===== config.mk =====
export PLATFORM = sky130hd
export DESIGN_NAME = gc_poll_scheduler
export DESIGN_NICKNAME = d
export VERILOG_FILES = /design/src/rtl/gc_poll_scheduler.sv
export SDC_FILE = /design/constraint.sdc
export NUM_CORES = 1
export LEC_CHECK = 0
export CELL_PAD_IN_SITES_DETAIL_PLACEMENT = 0
export CELL_PAD_IN_SITES_GLOBAL_PLACEMENT = 1
export CORE_MARGIN = 5
export CORE_UTILIZATION = 43
export CTS_CLUSTER_DIAMETER = 100
export DETAILED_ROUTE_END_ITERATION = 12
export DONT_BUFFER_PORTS = 1
export HOLD_SLACK_MARGIN = 0.06
export PLACE_DENSITY = 0.8
export SKIP_LAST_GASP = 1
export SLEW_MARGIN = 20
export SYNTH_ARGS = -nofsm -noshare
export SYNTH_HDL_FRONTEND = slang
export SYNTH_SLANG_ARGS = --single-unit
export TNS_END_PERCENT = 50

===== constraint.sdc =====
create_clock -name clk100mhz -period 5.3 [get_ports clk100mhz]
set_input_delay 1.59 -clock clk100mhz [delete_from_list [all_inputs] [get_ports clk100mhz]]
set_output_delay 1.59 -clock clk100mhz [all_outputs]
set_load 0.02 [all_outputs]

===== src/rtl/gc_poll_scheduler.sv =====
// GameCube controller link sequencer: probes for a pad, polls it on a fixed
// period with the rumble bit, validates replies and publishes button frames.
module gc_poll_scheduler #(
    parameter int POLL_PERIOD  = 1666666,
    parameter int RESP_TIMEOUT = 50000,
    parameter int MAX_RETRY    = 3
) (
    input  logic        clk100mhz,
    input  logic        reset,
    input  logic        enable,
    input  logic        rumble,
    output logic        tx_start,
    output logic [23:0] tx_cmd,
    output logic [4:0]  tx_len,
    input  logic        tx_busy,
    input  logic        tx_done,
    output logic        rx_arm,
    input  logic        rx_valid,
    input  logic [63:0] rx_data,
    input  logic [6:0]  rx_count,
    input  logic        rx_error,
    output logic [63:0] pad_data,
    output logic        pad_valid,
    output logic        connected,
    output logic [7:0]  err_count
);
    localparam int PW = $clog2(POLL_PERIOD);
    localparam int TW = $clog2(RESP_TIMEOUT);
    localparam int RW = $clog2(MAX_RETRY + 1);
    localparam logic [PW-1:0] PERIOD_LAST  = PW'(POLL_PERIOD - 1);
    localparam logic [PW-1:0] PERIOD_ONE   = PW'(1);
    localparam logic [TW-1:0] TIMEOUT_LAST = TW'(RESP_TIMEOUT - 1);
    localparam logic [TW-1:0] TIMEOUT_ONE  = TW'(1);
    localparam logic [RW-1:0] RETRY_LAST   = RW'(MAX_RETRY - 1);
    localparam logic [RW-1:0] RETRY_ONE    = RW'(1);

    typedef enum logic [2:0] {
        IDLE,
        PROBE_TX,
        POLL_WAIT,
        POLL_TX,
        WAIT_TXDONE,
        WAIT_RX,
        BACKOFF
    } state_t;

    state_t        state;
    state_t        state_next;
    logic [PW-1:0] period_cnt;
    logic [TW-1:0] resp_cnt;
    logic [RW-1:0] retry_cnt;
    logic          is_poll;
    logic [23:0]   cmd_q;
    logic [4:0]    len_q;

    logic          issue;
    logic          resp_ok;
    logic          resp_fail;
    logic          resp_good;
    logic          last_retry;
    logic [23:0]   cmd_build;
    logic [4:0]    len_build;

    always_comb begin
        resp_good = 1'b0;
        if (!rx_error) begin
            if (is_poll) begin
                resp_good = (rx_count == 7'd64) && (rx_data[63:61] == 3'b000);
            end else begin
                resp_good = (rx_count == 7'd24) && (rx_data[63:48] == 16'h0900);
            end
        end
    end

    assign last_retry = (retry_cnt == RETRY_LAST);
    assign cmd_build  = (state == POLL_TX) ? {16'h4003, 7'b0, rumble} : 24'h000000;
    assign len_build  = (state == POLL_TX) ? 5'd24 : 5'd8;

    always_comb begin
        state_next = state;
        issue      = 1'b0;
        resp_ok    = 1'b0;
        resp_fail  = 1'b0;
        case (state)
            IDLE: begin
                if (enable) begin
                    state_next = connected ? POLL_WAIT : PROBE_TX;
                end
            end
            PROBE_TX, POLL_TX: begin
                if (!tx_busy) begin
                    issue      = 1'b1;
                    state_next = WAIT_TXDONE;
                end
            end
            WAIT_TXDONE: begin
                if (tx_done) begin
                    state_next = WAIT_RX;
                end
            end
            WAIT_RX: begin
                // A response arriving on the timeout cycle still counts as a response.
                if (rx_valid) begin
                    resp_ok   = resp_good;
                    resp_fail = !resp_good;
                end else if (resp_cnt == TIMEOUT_LAST) begin
                    resp_fail = 1'b1;
                end
                if (resp_ok) begin
                    state_next = POLL_WAIT;
                end else if (resp_fail) begin
                    if (last_retry) begin
                        state_next = BACKOFF;
                    end else begin
                        state_next = is_poll ? POLL_TX : PROBE_TX;
                    end
                end
            end
            POLL_WAIT: begin
                if (!enable) begin
                    state_next = IDLE;
                end else if (period_cnt == PERIOD_LAST) begin
                    state_next = POLL_TX;
                end
            end
            BACKOFF: begin
                if (!enable) begin
                    state_next = IDLE;
                end else if (period_cnt == PERIOD_LAST) begin
                    state_next = PROBE_TX;
                end
            end
            default: state_next = IDLE;
        endcase
    end

    // The command is visible on the start cycle and frozen in cmd_q afterwards.
    assign tx_start = issue;
    assign tx_cmd   = issue ? cmd_build : cmd_q;
    assign tx_len   = issue ? len_build : len_q;
    assign rx_arm   = (state == WAIT_RX);

    always_ff @(posedge clk100mhz) begin
        if (reset) begin
            state <= IDLE;
        end else begin
            state <= state_next;
        end
    end

    always_ff @(posedge clk100mhz) begin
        if (reset) begin
            period_cnt <= '0;
            resp_cnt   <= '0;
            retry_cnt  <= '0;
            is_poll    <= 1'b0;
            cmd_q      <= '0;
            len_q      <= '0;
            pad_data   <= '0;
            pad_valid  <= 1'b0;
            connected  <= 1'b0;
            err_count  <= '0;
        end else begin
            pad_valid <= 1'b0;

            // The poll start cycle is cycle 0 of the new period, so poll starts
            // land exactly POLL_PERIOD cycles apart.
            if (issue && state == POLL_TX) begin
                period_cnt <= PERIOD_ONE;
            end else if (state_next == BACKOFF && state != BACKOFF) begin
                period_cnt <= '0;
            end else if (state != IDLE && period_cnt != PERIOD_LAST) begin
                period_cnt <= period_cnt + PERIOD_ONE;
            end

            if (state == WAIT_TXDONE && tx_done) begin
                resp_cnt <= '0;
            end else if (state == WAIT_RX && resp_cnt != TIMEOUT_LAST) begin
                resp_cnt <= resp_cnt + TIMEOUT_ONE;
            end

            if (issue) begin
                cmd_q   <= cmd_build;
                len_q   <= len_build;
                is_poll <= (state == POLL_TX);
            end

            if (resp_ok) begin
                retry_cnt <= '0;
                if (is_poll) begin
                    pad_data  <= rx_data;
                    pad_valid <= 1'b1;
                end else begin
                    connected <= 1'b1;
                end
            end

            if (resp_fail) begin
                if (err_count != 8'hFF) begin
                    err_count <= err_count + 8'd1;
                end
                if (last_retry) begin
                    connected <= 1'b0;
                    retry_cnt <= '0;
                end else begin
                    retry_cnt <= retry_cnt + RETRY_ONE;
                end
            end
        end
    end

endmodule


==> summary.md, run 1 <==
| Metric | Value |
|---|---|
| Share of layout cells above drive strength 1 | `6.69%` |
| Synth Register Bits | `146` |
| WP data required | `around 3.7 ns` |
| Post-DRT Antenna Nets | `0` |
| Die footprint | `0.0158 sq mm` |
| 1st-pass router iterations | `5` |
| Vias per std cell | `5.18` |
| Final hold violations | `0` |
| R2R Path Start | `resp_cnt[11]` |
| Post-layout net count | `758` |
| Total clock sinks | `146` |
| # port buffers | `0` |
| Hold_buf cts | `0` |
| VDD IR max | `slightly above 0.2 mV` |
| EDFF count, synth | `0` |
| Critical-path top delay cell | `or3b_2` |
| Setup TNS | `0 ns` |
| Crit path launch type | `input port` |
| CP Buf/Inv Count | `1` |
| CTS tree | `built` |
| Placer Congestion | `0.748` |
| Drt drc | `0` |
| Slowest cell delay on critical path | `0.68 ns` |
| Total track usage | `about 18%` |
| CP arrival | `3.11 ns` |
| H-tree depth | `4` |
| Global-route wire length before repair | `22.7 mm` |
| CP cell instances | `or3b_2 -> inv_1 -> nand2_1 -> nand2_1` |
| Pin count of the biggest net entering global routing | `around 110` |
| Leak | `about 0.0022 uW` |
| Post-synth ARST share | `0%` |
| Synth Warn # | `0` |
| Cell mode on critical path | `nand2_1` |
| Clock root buffer | `clkbuf_16` |
| RSZ-0062 raised after global routing | `no` |
| Initial Utilization | `43.7%` |
| FP Rows | `42` |
| Skew-Pair Late Insertion Delay | `around 0.42 ns` |
| Vias in the first global route | `4510` |
| Ant. Diodes | `0` |
| DRT iter0 DRCs | `approximately 210` |
| Max-slew headroom | `between 50% and 60%` |
| Worst Hold Class | `register to register` |
| Minimum clock period | `4.70 ns` |
| Grt total ovfl | `0` |
| Fill cell count | `1255` |
| Share of the synthesized area in the top cell type | `slightly above 50%` |
| Setup Viol. Count Final | `0` |
| Max clock buf depth | `2` |
| Max_cap viols | `0` |
| Post-Syn Area | `0.00576 sq mm` |
| Final wirelength | `between 10 and 15 mm` |
| Post-cts resize count | `0` |
| DP Wirelength | `9.97 mm` |
| Initial antenna violation count | `0` |
| Placeable Area | `0.0132 sq mm` |
| Die height | `around 130 microns` |
| Crit Path Class | `input port to output pin` |
| Width of the chip | `126 microns` |
| CTS buffer count | `17` |
| Register area | `between 0.002 and 0.003 sq mm` |
| DP Worst Slack | `0.582 ns` |
| Worst hold start | `cmd_q[0]` |
| CP startpoint | `tx_busy` |
| Fin worst setup slack | `around 0.60 ns` |
| Pwr Density | `~360 mW/mm^2` |
| Measured slew at the worst slew-check pin | `0.707 ns` |
| Via Count | `4474` |
| Multi-input logic area | `around 0.0027 sq mm` |
| Most common cell after layout, fill and taps aside | `nand2_1` |
| WL/cell | `around 16 microns` |
| Area grow syn2layout | `12.0%` |
| Synthesized area per cell | `8.33 sq um` |
| Synthesized instance count | `691` |
| Most frequent cells in the layout | `nand2_1, dfxtp_1, a21oi_1` |
| Final slew viol count | `0` |
| Most used DFF post-synth | `dfxtp_1` |
| Post-Syn Nets | `774` |
| Synth area leaders | `dfxtp_1, nand2_1, a21oi_1` |
| Fmax achieved | `213 MHz` |
| Post-CTS Setup Repair Bufs | `0` |
| Synth unique cells | `47` |
| Family with the most delay on the worst path | `simple AND/OR/NAND/NOR gates` |
| Register area share after synthesis | `50.7%` |
| Crit share post-route | `88.7%` |
| CP Capture Type | `output pin` |
| CP Max Fanout | `32` |
| Clock-pin slew on the worst setup and hold paths | `roughly 0.06 ns` |
| Ports | `184` |
| Largest area contributor in the netlist | `dfxtp_1` |
| Clock skew | `approximately 0.016 ns` |
| Status | `finished clean` |
[synthesized netlist by cell type, drive strengths merged, types with 2 or more instances]
library cell	instances
a211oi	2
a21oi	77
a31oi	3
and2	24
and3	7
buf	10
clkbuf	26
dfxtp	146
ha	4
inv	12
mux2i	2
nand2	155
nand2b	3
nand3	14
nand3b	2
nand4	13
nor2	63
nor2b	27
nor3	8
nor3b	3
nor4	8
nor4b	3
nor4bb	2
o21ai	13
or2	4
or3	5
or3b	2
or4	4
xnor2	23
xor2	14
[cells by family (layout without fill, tap and decap cells)]
family / count (synthesis) / after routing / synth area share [%]
buffers and inverters: 48 / 45 / 3.22
XOR/XNOR: 37 / 37 / 5.63
AND/OR/NAND/NOR: 352 / 352 / 29.5
flip-flops: 146 / 146 / 50.7
adder cells (fa/ha/maj): 4 / 4 / 0.869
multiplexers: 2 / 2 / 0.348
AO/OA/AOI/OAI: 102 / 102 / 9.69
[through the flow]
stage          area [sq um]  power (uW)  hold WS [ns]  cells  util, %
2_1_floorplan          5760        1180         0.440    691        -
3_3_place_gp           5850        1170         0.453    832     44.4
3_5_place_dp           5850        1180         0.453    832     44.4
4_1_cts                6450        2360         0.460    864     48.9
5_1_grt                6450        2420         0.482    864     48.9
6_report               6450        2330         0.458    864     48.9
[final timing paths]
kind	end	slack (ns)	depth (start not counted)
setup / recovery	tx_cmd[9]	0.60	4
hold / removal	cmd_q[0]	0.46	2
setup reg to reg	period_cnt[4]	2.46	6
hold reg to reg	cmd_q[0]	0.46	2
[power breakdown]
part	internal, uW	leakage [uW]	switching [uW]	total, uW
Clock	712	0.000284	471	1180
Sequential	1100	0.00118	7.38	1110
Combinational	14.7	0.000733	26.5	41.2
Total	1830	0.00219	505	2330
[area by class of cell]
class | instances | area share (%)
Clock inverter | 14 | 2.39
Sequential cell | 146 | 45.3
Inverter | 12 | 0.698
Timing Repair Buffer | 1 | 0.116
Clock buffer | 18 | 6.81
Multi-Input combinational cell | 497 | 41.3
Tap cell | 176 | 3.41
[worst min-delay path, delay by kind of cell (launching register included)]
family | cells | cell delay [ns]
AND/OR/NAND/NOR | 1 | 0.06
flip-flops | 1 | 0.30
AO/OA/AOI/OAI | 1 | 0.06
[routing by layer]
layer / wire [microns] / track usage [%]
met1: 5530 / 19.9
met2: 6770 / 29.0
met3: 1340 / 8.34
met4: 208 / 7.32
met5: 0 / 0
[state kept, by name, summed over array words and instances, names as in the netlist]
signal	flops
resp_cnt	16
err_count	8
period_cnt	21
connected	1
pad_data	64
pad_valid	1
cmd_q	24
is_poll	1
state	3
retry_cnt	2
len_q	5
No activity file was read; power rests on OpenSTA's default activity.
==> run 2, diff against run 1 <==
--- a/config.mk
+++ b/config.mk
@@ -5,7 +5,7 @@
 export SDC_FILE = /design/constraint.sdc
 export NUM_CORES = 1
 export LEC_CHECK = 0
-export CELL_PAD_IN_SITES_DETAIL_PLACEMENT = 0
+export CELL_PAD_IN_SITES_DETAIL_PLACEMENT = 1
 export CELL_PAD_IN_SITES_GLOBAL_PLACEMENT = 1
 export CORE_MARGIN = 5
 export CORE_UTILIZATION = 43
==> run 2 against run 1 <==
  * Sequential share of layout area down 0.76 points
  * Hold slack better by 0.017 ns
  * Register-to-register slack worse by 0.12 ns
  * Sequential cell count unchanged
  * Worst setup slack worse by 0.077 ns
  * Largest power group unchanged
  * Core utilization up 0.83 points
  * Critical endpoint is now tx_cmd[8]
  * Sequential power about the same
  * Global-route usage up 2.4 points
==> summary.md, run 2 (synthesis results as in run 1) <==
| Metric | Value |
|---|---|
| CTS buffer count | `17 (unchanged)` |
| Share of layout cells above drive strength 1 | `6.55% (-0.14 points)` |
| Global-route wire length before repair | `25.6 mm (+13%)` |
| Minimum clock period | `4.78 ns (+0.0769 ns)` |
| Ports | `184 (unchanged)` |
| Drt drc | `0 (unchanged)` |
| Final cell count without fillers | `863 (-0.12%)` |
| Vias in the first global route | `4955 (+9.9%)` |
| CTS tree | `built` |
| WP data required | `3.71 ns (about the same)` |
| Grt total ovfl | `0 (unchanged)` |
| CP arrival | `3.19 ns (+0.08 ns)` |
| Pwr Density | `389 mW/mm^2 (+7.6%)` |
| DRT iter0 DRCs | `179 (-16%)` |
| VDD IR max | `0.208 mV (+1.1%)` |
| Post-DRT Antenna Nets | `0 (unchanged)` |
| Clock root buffer | `clkbuf_16` |
| Max_cap viols | `0 (unchanged)` |
| Skew-Pair Late Insertion Delay | `0.42 ns (about the same)` |
| Crit path launch type | `input port` |
| Crit share post-route | `90.1% (+1.5 points)` |
| Max clock buf depth | `2 (unchanged)` |
| CP Max Fanout | `32 (unchanged)` |
| Measured slew at the worst slew-check pin | `0.743 ns (+0.0363 ns)` |
| DP Wirelength | `11.3 mm (+13%)` |
| Final wirelength | `15.8 mm (+14%)` |
| DP Worst Slack | `0.556 ns (-0.0259 ns)` |
| Hold_buf cts | `0 (unchanged)` |
| Fill cell count | `1558 (+24%)` |
| Setup Viol. Count Final | `0 (unchanged)` |
| WL/cell | `18.3 microns (+14%)` |
| FP Rows | `42 (unchanged)` |
| Cell mode on critical path | `nand2_1` |
| Family with the most delay on the worst path | `simple AND/OR/NAND/NOR gates` |
| Pwr Total | `2550 uW (+9.4%)` |
| Max-slew headroom | `50.4% (-2.4 points)` |
| Most frequent cells in the layout | `nand2_1, dfxtp_1, a21oi_1` |
| Placeable Area | `0.0132 sq mm (unchanged)` |
| CP Buf/Inv Count | `1 (unchanged)` |
| Clock-pin slew on the worst setup and hold paths | `0.06 ns (about the same)` |
| Worst hold slack | `0.475 ns (+0.0168 ns)` |
| Post-cts resize count | `0 (unchanged)` |
| Initial Utilization | `43.7% (unchanged)` |
| # port buffers | `0 (unchanged)` |
| Final hold violations | `0 (unchanged)` |
| Vias per std cell | `5.42 (+4.6%)` |
| Leak | `0.00225 uW (+2.4%)` |
| Total track usage | `20.1% (+2.4 points)` |
| Most flops, register | `pad_data` |
| 1st-pass router iterations | `4 (-1)` |
| Fmax achieved | `209 MHz (-1.6%)` |
| Post-CTS Setup Repair Bufs | `0 (unchanged)` |
| Worst Hold Class | `register to register` |
| Setup TNS | `0 ns (unchanged)` |
| Post-layout net count | `758 (unchanged)` |
| Total clock sinks | `146 (unchanged)` |
| Largest register FFs | `64 (unchanged)` |
| CP Capture Type | `output pin` |
| Slowest cell delay on critical path | `0.69 ns (about the same)` |
| Final slew viol count | `0 (unchanged)` |
| Via Count | `4674 (+4.5%)` |
| Critical-path top delay cell | `or3b_2` |
| Fin worst setup slack | `0.522 ns (-0.0769 ns)` |
| Initial antenna violation count | `0 (unchanged)` |
| Multi-input logic area | `0.00266 sq mm (unchanged)` |
| Most common cell after layout, fill and taps aside | `nand2_1` |
| Register area | `0.00292 sq mm (unchanged)` |
| Die height | `126 microns (unchanged)` |
| Width of the chip | `126 microns (unchanged)` |
| Pin count of the biggest net entering global routing | `111 (unchanged)` |
| Area grow syn2layout | `13.9%` |
| Die footprint | `0.0158 sq mm (unchanged)` |
| # placed instances | `832 (unchanged)` |
| Status | `finished clean` |
| RSZ-0062 raised after global routing | `no` |
| Biggest regs | `pad_data (64), cmd_q (24), period_cnt (21)` |
| Crit Path Class | `input port to output pin` |
| CP cell instances | `or3b_2 -> inv_1 -> nand2_1 -> nand2_1` |
| H-tree depth | `4 (unchanged)` |
| Ant. Diodes | `0 (unchanged)` |
| Placer Congestion | `0.748 (unchanged)` |
| Clock skew | `0.00836 ns (-0.00789 ns)` |
run 2: cell types whose count changed in the layout (fill, tap and decap cells not counted):
cell        delta
bufinv_16      +4
clkbuf_8       +5
clkinv_2       -2
clkinv_4       -2
clkinvlp_4     -1
inv_6          -5
run 2: per-stage QoR:
| step | utilization (%) | area [sq um] |
|---|---|---|
| 5_1_grt | 49.7 | 6560 |
| 3_3_place_gp | 44.4 | 5850 |
| 6_report | 49.7 | 6560 |
| 3_5_place_dp | 44.4 | 5850 |
| 2_1_floorplan | - | 5760 |
| 4_1_cts | 49.7 | 6560 |
run 2: final timing paths:
kind | start | end | slack, ns | depth (start not counted)
worst max register to register | resp_cnt[11] | period_cnt[5] | 2.34 | 6
worst min register to register | cmd_q[0] | cmd_q[0] | 0.47 | 2
worst max-delay path | tx_busy | tx_cmd[8] | 0.52 | 4
worst min-delay path | cmd_q[0] | cmd_q[0] | 0.47 | 2
run 2: worst reg2reg max path: cells and delay by family (launching register included):
kind | cells | cell delay (ns)
flops | 1 | 0.36
simple gates | 4 | 1.56
compound gates | 2 | 0.87
run 2: power by group:
part	internal [uW]	total (uW)	switching [uW]	leakage [uW]
clock network	957	1400	445	0.000338
registers	1100	1110	7.77	0.00118
logic	14.6	42.5	28.0	0.000733
total	2070	2550	480	0.00225
run 2: routing by layer:
layer / wire length [microns] / vias to the layer above / GRT usage, %
li1: - / 2252 / -
met4: 370 / 0 / 8.77
met5: 0 / - / 0
met3: 1430 / 27 / 8.98
met2: 7990 / 126 / 34.9
met1: 6000 / 2269 / 21.2
run 2: final cells by class:
type                            instances  share of cell area, %
Clock inverter                          8                   2.98
Clock buffer                           23                   7.74
Timing Repair Buffer                    1                  0.114
Tap cell                              176                   3.36
Multi-Input combinational cell        497                   40.6
Sequential cell                       146                   44.6
Inverter                               12                  0.687
